`src/rtl/tkm_pkg.sv`:
```
// Shared definitions for the bit-serial accumulator stage.
//   state_t        : FSM encoding (IDLE, ACC, HOLD), also exported on the debug port
//   TKM_ACC_WIDTH  : default maximum operand bits per frame
package tkm_pkg;

    typedef enum logic [1:0] {
        IDLE = 2'd0,
        ACC  = 2'd1,
        HOLD = 2'd2
    } state_t;

    localparam int TKM_ACC_WIDTH = 6;

endpackage

```
`src/rtl/tkm_serial_acc_if.sv`:
```
// Bus bundle between the half-adder, the serial accumulator and the consumer.
//   master : bit producer + result consumer (drives bits, out_ready)
//   slave  : accumulator (drives bit_ready, results)
//
// Handshake semantics (both channels):
//   A transfer happens on a rising clk edge where valid & ready are both 1.
//   Once valid is raised with a result, the payload stays stable until the
//   transfer; ready may be toggled freely and never depends on valid.
interface tkm_serial_acc_if #(
    parameter int WIDTH = tkm_pkg::TKM_ACC_WIDTH
) ();
    localparam int CNT_W = $clog2(WIDTH + 1);

    // bit channel
    logic             bit_valid;
    logic             bit_first;
    logic             bit_last;
    logic             ha_sum;
    logic             ha_carry;
    logic             bit_ready;

    // result channel
    logic             out_valid;
    logic             out_ready;
    logic [WIDTH-1:0] sum_o;
    logic             cout_o;
    logic [CNT_W-1:0] len_o;

    modport master (
        output bit_valid, bit_first, bit_last, ha_sum, ha_carry, out_ready,
        input  bit_ready, out_valid, sum_o, cout_o, len_o
    );

    modport slave (
        input  bit_valid, bit_first, bit_last, ha_sum, ha_carry, out_ready,
        output bit_ready, out_valid, sum_o, cout_o, len_o
    );
endinterface

```
`src/rtl/tkm_fa_cell.sv`:
```
// Completes a full add from a half-adder pair, owning the running carry flop.
//   clk, rst_n        : clock, synchronous active-low reset
//   ha_sum, ha_carry  : half-adder result for the current bit position
//   clr               : current bit starts a frame, incoming carry forced to 0
//   en                : current bit is consumed, carry flop takes c_next
//   s, c_next         : full-add sum and carry for the current bit
module tkm_fa_cell (
    input  logic clk,
    input  logic rst_n,
    input  logic ha_sum,
    input  logic ha_carry,
    input  logic clr,
    input  logic en,
    output logic s,
    output logic c_next
);
    logic carry;
    logic c_in;

    // A new frame ignores whatever carry the previous frame left behind.
    assign c_in   = carry & ~clr;
    assign s      = ha_sum ^ c_in;
    assign c_next = ha_carry | (ha_sum & c_in);

    always_ff @(posedge clk) begin
        if (!rst_n) begin
            carry <= 1'b0;
        end else if (en) begin
            carry <= c_next;
        end
    end
endmodule

```
`src/rtl/tkm_serial_acc.sv`:
```
// Bit-serial adder stage: takes half-adder sum/carry pairs LSB first, closes
// the add with a carry flop and presents the result word, carry-out and frame
// length on a valid/ready result channel.
//   clk, rst_n : clock, synchronous active-low reset
//   bus        : bit channel in, result channel out (slave side)
//   err_clr    : clears the sticky framing error
//   err_o      : sticky framing error (stray bit, restart mid-frame, overlong frame)
//   dbg_state  : current FSM state
module tkm_serial_acc
    import tkm_pkg::*;
#(
    parameter int WIDTH = TKM_ACC_WIDTH
) (
    input  logic                  clk,
    input  logic                  rst_n,
    tkm_serial_acc_if.slave       bus,
    input  logic                  err_clr,
    output logic                  err_o,
    output state_t                dbg_state
);
    localparam int CNT_W = $clog2(WIDTH + 1);

    state_t           state;
    state_t           state_next;
    logic [CNT_W-1:0] cnt;
    logic [WIDTH-1:0] sum_reg;
    logic             cout_reg;
    logic [CNT_W-1:0] len_reg;
    logic             err_reg;

    logic             accept;
    logic             start;     // accepted bit_first: fresh frame at position 0
    logic             wr;        // accepted continuation bit at position cnt
    logic             close;     // this accepted bit ends the frame
    logic             set_err;
    logic             last_pos;  // cnt points at the final storable position
    logic             fa_s;
    logic             fa_c_next;

    assign bus.bit_ready = (state != HOLD);
    assign accept        = bus.bit_valid & bus.bit_ready;
    assign last_pos      = (cnt == CNT_W'(WIDTH - 1));

    tkm_fa_cell u_fa (
        .clk      (clk),
        .rst_n    (rst_n),
        .ha_sum   (bus.ha_sum),
        .ha_carry (bus.ha_carry),
        .clr      (start),
        .en       (start | wr),
        .s        (fa_s),
        .c_next   (fa_c_next)
    );

    always_ff @(posedge clk) begin
        if (!rst_n) begin
            state <= IDLE;
        end else begin
            state <= state_next;
        end
    end

    always_comb begin
        state_next = state;
        start      = 1'b0;
        wr         = 1'b0;
        close      = 1'b0;
        set_err    = 1'b0;
        case (state)
            IDLE: begin
                if (accept) begin
                    if (bus.bit_first) begin
                        start      = 1'b1;
                        close      = bus.bit_last;
                        state_next = bus.bit_last ? HOLD : ACC;
                    end else begin
                        // stray bit outside a frame is dropped
                        set_err = 1'b1;
                    end
                end
            end
            ACC: begin
                if (accept) begin
                    if (bus.bit_first) begin
                        // restart discards the partial frame
                        set_err    = 1'b1;
                        start      = 1'b1;
                        close      = bus.bit_last;
                        state_next = bus.bit_last ? HOLD : ACC;
                    end else begin
                        wr = 1'b1;
                        if (bus.bit_last || last_pos) begin
                            close      = 1'b1;
                            state_next = HOLD;
                            // register is full but producer did not mark the end
                            set_err    = ~bus.bit_last;
                        end
                    end
                end
            end
            HOLD: begin
                if (bus.out_ready) begin
                    state_next = IDLE;
                end
            end
            default: begin
                state_next = IDLE;
            end
        endcase
    end

    always_ff @(posedge clk) begin
        if (!rst_n) begin
            cnt      <= '0;
            sum_reg  <= '0;
            cout_reg <= 1'b0;
            len_reg  <= '0;
            err_reg  <= 1'b0;
        end else begin
            if (start) begin
                // clearing the word keeps unwritten upper bits at zero
                sum_reg <= WIDTH'(fa_s);
                cnt     <= CNT_W'(1);
            end else if (wr) begin
                sum_reg <= sum_reg | (WIDTH'(fa_s) << cnt);
                cnt     <= cnt + CNT_W'(1);
            end

            if (close) begin
                cout_reg <= fa_c_next;
                len_reg  <= start ? CNT_W'(1) : cnt + CNT_W'(1);
            end

            // a new error in the same cycle as a clear must survive
            if (set_err) begin
                err_reg <= 1'b1;
            end else if (err_clr) begin
                err_reg <= 1'b0;
            end
        end
    end

    assign bus.out_valid = (state == HOLD);
    assign bus.sum_o     = sum_reg;
    assign bus.cout_o    = cout_reg;
    assign bus.len_o     = len_reg;
    assign err_o         = err_reg;
    assign dbg_state     = state;
endmodule

```
`src/flat_wrapper.sv`:
```
// flat-port wrapper written by rule: the top's interface ports become plain ports
module tkm_serial_acc_flat import tkm_pkg::*;
#(
    parameter int WIDTH = TKM_ACC_WIDTH
)
  (clk, rst_n, err_clr, err_o, dbg_state, bus_bit_valid, bus_bit_first, bus_bit_last, bus_ha_sum, bus_ha_carry, bus_out_ready, bus_bit_ready, bus_out_valid, bus_sum_o, bus_cout_o, bus_len_o);
  tkm_serial_acc_if #(.WIDTH(WIDTH)) bus_i ();
  input  logic clk;
  input  logic rst_n;
  input  logic err_clr;
  output logic err_o;
  output state_t dbg_state;
  input wire logic [$bits(bus_i.bit_valid)-1:0] bus_bit_valid;
  input wire logic [$bits(bus_i.bit_first)-1:0] bus_bit_first;
  input wire logic [$bits(bus_i.bit_last)-1:0] bus_bit_last;
  input wire logic [$bits(bus_i.ha_sum)-1:0] bus_ha_sum;
  input wire logic [$bits(bus_i.ha_carry)-1:0] bus_ha_carry;
  input wire logic [$bits(bus_i.out_ready)-1:0] bus_out_ready;
  output wire logic [$bits(bus_i.bit_ready)-1:0] bus_bit_ready;
  output wire logic [$bits(bus_i.out_valid)-1:0] bus_out_valid;
  output wire logic [$bits(bus_i.sum_o)-1:0] bus_sum_o;
  output wire logic [$bits(bus_i.cout_o)-1:0] bus_cout_o;
  output wire logic [$bits(bus_i.len_o)-1:0] bus_len_o;
  assign bus_i.bit_valid = bus_bit_valid;
  assign bus_i.bit_first = bus_bit_first;
  assign bus_i.bit_last = bus_bit_last;
  assign bus_i.ha_sum = bus_ha_sum;
  assign bus_i.ha_carry = bus_ha_carry;
  assign bus_i.out_ready = bus_out_ready;
  assign bus_bit_ready = bus_i.bit_ready;
  assign bus_out_valid = bus_i.out_valid;
  assign bus_sum_o = bus_i.sum_o;
  assign bus_cout_o = bus_i.cout_o;
  assign bus_len_o = bus_i.len_o;
  tkm_serial_acc #(.WIDTH(WIDTH)) u_core (.clk(clk), .rst_n(rst_n), .bus(bus_i), .err_clr(err_clr), .err_o(err_o), .dbg_state(dbg_state));
endmodule
```
`config.mk`:
```
export PLATFORM = sky130hd
export DESIGN_NAME = tkm_serial_acc_flat
export DESIGN_NICKNAME = d
export VERILOG_FILES = /design/src/rtl/tkm_pkg.sv /design/src/rtl/tkm_serial_acc_if.sv /design/src/rtl/tkm_fa_cell.sv /design/src/rtl/tkm_serial_acc.sv /design/src/flat_wrapper.sv
export SDC_FILE = /design/constraint.sdc
export NUM_CORES = 1
export LEC_CHECK = 0
export CAP_MARGIN = 40
export CORE_MARGIN = 3
export CORE_UTILIZATION = 35
export CTS_BUF_LIST = sky130_fd_sc_hd__clkbuf_8
export CTS_CLUSTER_SIZE = 30
export DETAILED_ROUTE_END_ITERATION = 10
export GPL_ROUTABILITY_DRIVEN = 0
export PLACE_DENSITY = 0.73
export SLEW_MARGIN = 20
export SYNTH_ARGS = -nofsm -noshare
export SYNTH_HDL_FRONTEND = slang
export SYNTH_HIERARCHICAL = 1
export SYNTH_SLANG_ARGS = --single-unit
```
`constraint.sdc`:
```
create_clock -name clk -period 2 [get_ports clk]
set_input_delay 0.5 -clock clk [delete_from_list [all_inputs] [get_ports clk]]
set_output_delay 0.5 -clock clk [all_outputs]
set_load 0.05 [all_outputs]
```
# Word-level counts from Yosys, hierarchy flattened
# Index checks and enable logic that the tools add are counted.
# word_totals
output_inout_bits	15
inputBits	9
regBits	17
word_cells	68
# op_classes
n_bitwise	10
eq_ne	9
add_sub_neg	1
reduce_logical	7
shifts	1
mux	31
# ops
operator	count
$mux 1	20
$mux 2	7
$ne 2x2->1 const B	3
$or 6x6->6	1
$pmux 2 s3	1
$shl 1x3->6	1
$reduce_and 5->1	1
$ne 2x1->1 const B	2
$pmux 1 s2	2
$reduce_bool 2->1	2
$reduce_or 2->1	2
$add 3x1->3 const B	1
$and 1x1->1	3
$eq 3x3->1 const B	1
$mux 3	1
$ne 3x2->1 const B	1
$not 1->1	3
$eq 2x1->1 const B	1
$eq 2x2->1 const B	1
$logic_not 2->1	1
$or 1x1->1	2
$logic_or 1x1->1	1
$xor 1x1->1	1

# Logic depth before layout (Yosys ltp)
# Gate-level depths: netlist of run 1.
# logic_depth
depth_word	11
ltp_mapped	8
ltp_nobuf	8

# Cells and area by module
# Netlist of run 1, hierarchy kept.
# modules_own_cells
module	cells_each	instances	area_each_um2	seq_area_each_um2
tkm_serial_acc	90	1	794.5	320.3
tkm_fa_cell	7	1	56.3	20.0

# Least setup slack after synthesis of run 1
# Ideal clock, no wire load.
# synth_path
path_kind	flip-flop to output port
startpoint	reg u_core.state[1] (netlist: u_core/dbg_state[1])
endpoint	out bus_out_valid
arrival_ps	1627
t_required_ps	1500
path_buffers	0
path_slack_ps	-127
path_stages_with_launch	3
path_cell_list	dfxtp_1 -> nand2b_1 -> inv_1
# synth_between
elab_chain_len	1
# synth_rtl
element	line	source
start, declared	tkm_serial_acc.sv:23	state_t state;
start signal, assigned	tkm_serial_acc.sv:59	state <= state_next;
$eq 2x2->1	tkm_serial_acc.sv:143	assign bus.out_valid = (state == HOLD);
end, declared	flat_wrapper.sv:20	output wire logic [$bits(bus_i.out_valid)-1:0] bus_out_valid;
# No other way between the ends.

# Final worst setup path of run 1
# layout_path
startpoint	in bus_bit_first
endpoint	reg u_core.sum_reg[5] (netlist: u_core/bus.sum_o[5])
# layout_between
elab_chain_len	8
word_cells_on_any_way	12
classes_between	shift: 1; mux: 6; bitwise: 4; reduce/logical: 1
# layout_rtl
element	line	source
start, declared	flat_wrapper.sv:14	input wire logic [$bits(bus_i.bit_first)-1:0] bus_bit_first;
$mux 1	tkm_serial_acc.sv:72, tkm_serial_acc.sv:84	
$mux 1	tkm_serial_acc.sv:83	if (accept) begin
$mux 1	--	
net u_core.start	tkm_serial_acc.sv:32	logic start;
$not 1->1	tkm_fa_cell.sv:21	assign c_in = carry & ~clr;
$and 1x1->1	tkm_fa_cell.sv:21	
$xor 1x1->1	tkm_fa_cell.sv:22	assign s = ha_sum ^ c_in;
net u_core.fa_s	tkm_serial_acc.sv:37	logic fa_s;
$shl 1x3->6	tkm_serial_acc.sv:125	sum_reg <= sum_reg | (WIDTH'(fa_s) << cnt);
$or 6x6->6	tkm_serial_acc.sv:125	
end signal, assigned	tkm_serial_acc.sv:122	sum_reg <= WIDTH'(fa_s);
end signal, assigned	tkm_serial_acc.sv:125	
end, declared	tkm_serial_acc.sv:26	logic [WIDTH-1:0] sum_reg;
# The timed path passes the listed nets, and every way through them passes these cells.
# A chain may end at the register's enable or synchronous reset.

==> run_results.csv, run 1 <==
group,metric,value,unit
floorplan,die_w,55.3,um
layout,area_growth,37.9,%
layout,nets,137,
routing,ant_nets,0,
timing,finalMaxSlewViolations,0,
routing,vias,794,
power_and_ir_drop,p_total,747,uW
setup_path,critPathMaxStageDelay,0.48,ns
clocking,path_clk_slew,0.07,ns
timing,fin_worst_skew,0.00166,ns
yosys,yosysSeqAreaShare,40.0,%
yosys,synth-edff-count,0,
clocking,clockBufferDepth,2,
clocking,root_buffer,"clkbuf_8",
yosys,syn_avg_cell_area,8.77,um^2
layout,final_layout_size_suffix_gt1_share,19.4,%
setup_path,rr_endpoint,"u_core/bus.sum_o[5]",
worst_hold_path,holdCritPathClass,"flop to flop",
yosys,yosysWarnings,6,
setup_path,rr_startpoint,"u_core/dbg_state[1]",
floorplan,core_area,2250,um^2
setup_path,worstPathRequired,2.14,ns
timing,hold_viol_final,0,
clocking,postCtsHoldBufs,0,
setup_path,critPathKind,"input port to flop",
clocking,cts_tree,"done",
timing,relSlewSlack,67.0,%
setup_path,worstSetupEndpointType,"flop",
layout,diodes,0,
routing,drc,0,
worst_hold_path,holdPathEnd,"u_core/bus.len_o[0]",
routing,drt_wl_total,1930,um
placed_design,detailed_place_hpwl,1440,um
power_and_ir_drop,ir_drop,314,uV
routing,vias_per_cell,5.22,
placed_design,dpl.cell_count,148,
placed_design,placed_area,1130,um^2
run_status,status,"completed",
yosys,synth_top_area_share,40.0,%
clocking,cts_buffers,3,
yosys,postSynthCellCount,97,
clocking,clock_latency,0.25,ns
timing,finalWorstPathRequiredPeriod,1.91,ns
timing,worstMarginPinSlew,0.494,ns
routing,top_layer,"met4",
floorplan,ios,24,
yosys,synth.most_common_cell,"dfxtp_1",
yosys,synthTopCellsByCount,"17 x dfxtp_1, 10 x nor2_1, 7 x inv_1, 7 x nand2_1",
setup_path,cp_cell_sequence,"clkdlybuf4s50_1, nand3b_1, inv_1, nor2b_1, ha_1, and4b_2, a41oi_1, nor2_1",
yosys,syn-cell-area,851,um^2
yosys,ys_types,30,
power_and_ir_drop,p_leak,0.000534,uW
routing,drtIter0Drc,37,
layout,fin_cells,152,
setup_path,cp_max_fo,6,
clocking,cts_sinks,17,
yosys,synth_top_flop_cell,"dfxtp_1",
routing,met3_length,127,um
worst_hold_path,holdCritStartpoint,"u_core/bus.len_o[0]",
floorplan,die_y,55.3,um
grt,grt_start_max_net_pins,15,
power_and_ir_drop,p_per_area,636,nW/um^2
grt,grt_pass1_wl,3320,um
flow_run,cap_violations,0,
floorplan,num_rows,17,
timing,fmax,0.522,GHz
yosys,synth_top_area_cell,"dfxtp_1",
setup_path,cp.arrival,2.05,ns
routing,dr_wl_met2,935,um
timing,setup_viol,0,
grt,track_usage,13.4,%
setup_path,crit_path_start_kind,"input port",
yosys,ys_top_cells_by_area,"dfxtp_1 40%, mux2i_1 4.7%, ha_1 4.4%, nor2_1 4.4%, nand2b_1 3.7%",
clocking,htree_num_levels,1,
placed_design,post-place-ws,-0.162,ns
floorplan,dieArea,3060,um^2
layout,stdcell_area,1170,um^2
timing,fin_crit_sh,95.7,%
timing,fin_setup_tns,0,ns
yosys,syn-num-nets,109,
routing,drt_pre_antenna_iters,4,
grt,grt_pass1_vias,753,
timing,rsz0062_at_grt,"no",
routing,m1WireLength,815,um
setup_path,r2r_slack,0.36,ns
floorplan,initial_utilization,37.7,%
grt,grt.overflow.total,0,
yosys,synthArstFlopShare,0,%
setup_path,r2r_cells,7,
worst_hold_path,hold_depth,2,
grt,antenna_found_initial,0,
yosys,synth-seq-cells,17,
setup_path,crit_slowest_cell,"clkdlybuf4s50_1",
routing,wl_per_cell,12.7,um
placed_design,io_buffers,23,
timing,timing.final.ws_setup,0.0858,ns
==> routing by layer <==
layer  GRT usage (%)  vias up
met5               0        -
met4            8.68        0
met3            3.97        6
met2            21.5       38
met1            15.4      361
li1                -      389
==> registers in the layout, summed over array words and instances (netlist names) <==
name	flops
u_core/bus.sum_o	6
u_core/bus.len_o	3
u_core/cnt	3
u_core/dbg_state	2
u_core/bus.cout_o	1
u_core/err_o	1
u_core/u_fa/carry	1
==> logic make-up (layout without fill, tap and decap cells) <==
group,count (synthesis),after routing,synth area share (%)
adder cells (fa/ha/maj),3,3,4.41
XOR/XNOR,1,1,1.03
flip-flops,17,17,40.0
multiplexers,4,4,4.71
AO/OA/AOI/OAI,24,24,18.1
buffers and inverters,11,38,6.32
AND/OR/NAND/NOR,37,37,25.4
==> power breakdown <==
group          internal [uW]  switching (uW)  total, uW
sequential               349            10.5        360
combinational           60.6            76.2        137
clock                    138             112        250
==> placed cells by master, fill, tap and decap left out, drive strengths merged <==
cell,count
and4bb,1
a211oi,1
o21a,1
clkdlybuf4s50,13
ha,3
nor2,10
nand3,2
a41oi,2
mux2i,4
a21oi,5
nand3b,5
xor2,1
nor2b,5
o21ai,6
inv,6
dfxtp,17
a211o,1
nand2b,5
buf,14
o211a,1
nand2,7
a31oi,4
clkinvlp,1
clkbuf,3
and2b,1
and4b,1
clkinv,1
a21boi,3
==> metrics by stage <==
step                      utilization (%)  hold WS, ns
after floorplan                         -        0.485
after detailed placement             49.9        0.452
after global placement               49.9        0.446
final                                52.1        0.459
after global routing                 52.1        0.483
after CTS                            52.0        0.462
==> how the worst max path moves through the flow <==
stage,start,end,depth (start not counted)
final,bus_bit_first,u_core/bus.sum_o[5],8
after global routing,bus_bit_valid,u_core/bus.sum_o[5],8
after CTS,bus_bit_valid,u_core/bus.sum_o[4],8
after detailed placement,bus_bit_valid,u_core/bus.sum_o[5],8
after global placement,bus_bit_valid,u_core/bus.sum_o[4],8
after floorplan,u_core/dbg_state[0],bus_out_valid,2
==> critical path, delay by kind of cell <==
kind            cells  cell delay, ns
simple gates        4            0.48
buf+inv             2            0.56
compound gates      1            0.22
fa+ha+maj           1            0.28
==> what timing repair did <==
item                                    4_1_cts  5_1_grt
resized for setup                             0        1
endpoints found under the setup margin        0        1
buffers inserted                              0        0
==> area by class of cell <==
| class | instances | area (um^2) |
|---|---|---|
| tap | 28 | 35.0 |
| clock buffer | 3 | 41.3 |
| inverter | 7 | 30.0 |
| timing repair buffer | 27 | 260 |
| fill | 217 | 1080 |
| multi-input combinational | 69 | 460 |
| clock inverter | 1 | 5.00 |
| sequential | 17 | 342 |
Power figures use the tool's default switching activity.
==> inputs of run 2 (changes only) <==
--- a/config.mk
+++ b/config.mk
@@ -12,6 +12,7 @@
 export CTS_CLUSTER_SIZE = 30
 export DETAILED_ROUTE_END_ITERATION = 10
 export GPL_ROUTABILITY_DRIVEN = 0
+export MAX_ROUTING_LAYER = met4
 export PLACE_DENSITY = 0.73
 export SLEW_MARGIN = 20
 export SYNTH_ARGS = -nofsm -noshare
==> run 2 against run 1 <==
Sequential share of layout area unchanged. Sequential power about the same. Largest power group unchanged. Sequential cell count stayed put. Core utilization unchanged. Clock power about the same. Clock-buffer cell count did not move. First-iteration DRC count shrank 2.7%. Non-clock buffer count did not move.
==> run_results.csv, run 2 (synthesis gave the netlist of run 1 again) <==
group,metric,value,unit
placed_design,post-place-ws,-0.162,ns
flow_run,cap_violations,0,
timing,fin_worst_skew,0.000623,ns
timing,timing.final.ws_setup,0.0892,ns
placed_design,detailed_place_hpwl,1440,um
layout,final_layout_size_suffix_gt1_share,19.4,%
power_and_ir_drop,combPwrFrac,18.3,%
power_and_ir_drop,p_seq_share,48.0,%
floorplan,num_rows,17,
grt,grt_pass1_vias,752,
timing,relSlewSlack,67.0,%
layout,nets,137,
floorplan,initial_utilization,37.7,%
layout,largest_reg_flops,6,
setup_path,cp.arrival,2.05,ns
setup_path,rr_startpoint,"u_core/dbg_state[1]",
power_and_ir_drop,p_clk_share,33.7,%
power_and_ir_drop,power_switching,201,uW
power_and_ir_drop,p_leak,0.000534,uW
timing,finalWorstPathRequiredPeriod,1.91,ns
power_and_ir_drop,netSwitchingFraction,26.9,%
timing,finalMaxSlewViolations,0,
layout,final_cell_mix,"16 x dfxtp_1, 13 x clkdlybuf4s50_1, 12 x buf_4",
routing,drc,0,
setup_path,worstSetupEndpointType,"flop",
setup_path,r2r_cells,7,
routing,drtIter0Drc,36,
setup_path,rr_endpoint,"u_core/bus.sum_o[4]",
setup_path,cp_max_fo,6,
routing,vias,777,
layout,area_growth,37.9,%
timing,hold_viol_final,0,
clocking,postCtsHoldBufs,0,
floorplan,die_w,55.3,um
timing,worstMarginPinSlew,0.494,ns
worst_hold_path,hold_depth,2,
worst_hold_path,holdCritPathClass,"flop to flop",
setup_path,crit_path_start_kind,"input port",
worst_hold_path,holdCritStartpoint,"u_core/bus.len_o[0]",
grt,track_usage,13.8,%
clocking,cts_tree,"done",
routing,wl_per_cell,12.7,um
timing,fin_crit_sh,95.5,%
layout,diodes,0,
timing,setup_viol,0,
grt,antenna_found_initial,0,
timing,fin_setup_tns,0,ns
clocking,root_buffer,"clkbuf_8",
setup_path,r2r_slack,0.37,ns
power_and_ir_drop,p_per_area,638,nW/um^2
run_status,status,"completed",
power_and_ir_drop,p_total,749,uW
timing,rsz0062_at_grt,"no",
clocking,path_clk_slew,0.07,ns
layout,final_common_cell,"dfxtp_1",
routing,drt_pre_antenna_iters,4,
clocking,clockBufferDepth,2,
setup_path,critPathKind,"input port to flop",
routing,drt_wl_total,1940,um
layout,final_util,52.1,%
floorplan,core_area,2250,um^2
clocking,htree_num_levels,1,
grt,grt_pass1_wl,3330,um
timing,fmax,0.523,GHz
power_and_ir_drop,ir_drop,314,uV
routing,ant_nets,0,
grt,grt.overflow.total,0,
floorplan,die_y,55.3,um
floorplan,ios,24,
clocking,cts_buffers,3,
setup_path,worstPathRequired,2.14,ns
clocking,cts_sinks,17,
routing,vias_per_cell,5.11,
floorplan,dieArea,3060,um^2
power_and_ir_drop,p_int,548,uW
clocking,clock_latency,0.25,ns
grt,grt_start_max_net_pins,15,
worst_hold_path,holdPathEnd,"u_core/bus.len_o[0]",
placed_design,io_buffers,23,
-- run 2: layer usage --
metal / part of all wire [%] / routed length [um] / global-route usage, %
met1: 42 / 820 / 15.5
met2: 48 / 921 / 21.5
met3: 7.4 / 143 / 3.97
met4: 2.6 / 51 / 8.68
met5: 0 / 0 / -
-- run 2: stage by stage --
step	cell area (um^2)	hold WS, ns	std cells
after floorplan	858	0.485	97
after global placement	1130	0.446	148
after detailed placement	1130	0.452	148
after CTS	1170	0.462	152
after global routing	1170	0.483	152
final	1170	0.459	152
-- run 2: timing repair --
item / in CTS / in global routing
endpoints found under the setup margin: 0 / 1
resized for setup: 0 / 1
setup buffers: 0 / 0
-- run 2: area by class of cell --
| type | count | area (um^2) |
|---|---|---|
| timing repair buffer | 27 | 260 |
| multi-input combinational | 69 | 460 |
| tap | 28 | 35.0 |
| clock inverter | 1 | 5.00 |
| fill | 217 | 1080 |
| sequential | 17 | 342 |
| clock buffer | 3 | 41.3 |
| inverter | 7 | 30.0 |
-- run 2: worst max-delay path by stage --
stage	end	slack [ns]	cells past startpoint	startpoint
finish	u_core/bus.sum_o[4]	0.09	8	bus_bit_first
global route	u_core/bus.sum_o[5]	0.02	8	bus_bit_valid
CTS	u_core/bus.sum_o[4]	0.09	8	bus_bit_valid
detailed placement	u_core/bus.sum_o[5]	-0.16	8	bus_bit_valid
global placement	u_core/bus.sum_o[4]	-0.12	8	bus_bit_valid
floorplan	bus_out_valid	0.03	2	u_core/dbg_state[0]
-- run 2: power groups by stage --
| stage | Sequential (uW) | Combinational [uW] | Clock [uW] |
|---|---|---|---|
| 2_1_floorplan | 390 | 56.0 | 0 |
| 3_3_place_gp | 367 | 134 | 0 |
| 3_5_place_dp | 367 | 135 | 0 |
| 4_1_cts | 360 | 137 | 259 |
| 5_1_grt | 361 | 147 | 274 |
| 6_report | 360 | 137 | 253 |
-- run 2: worst max-delay path: stages --
cell and delay (ns):
clkdlybuf4s50_1 0.49, nand3b_1 0.10, inv_1 0.08, nor2b_1 0.05, ha_1 0.28, and4b_2 0.27, a41oi_1 0.22, nor2_1 0.06
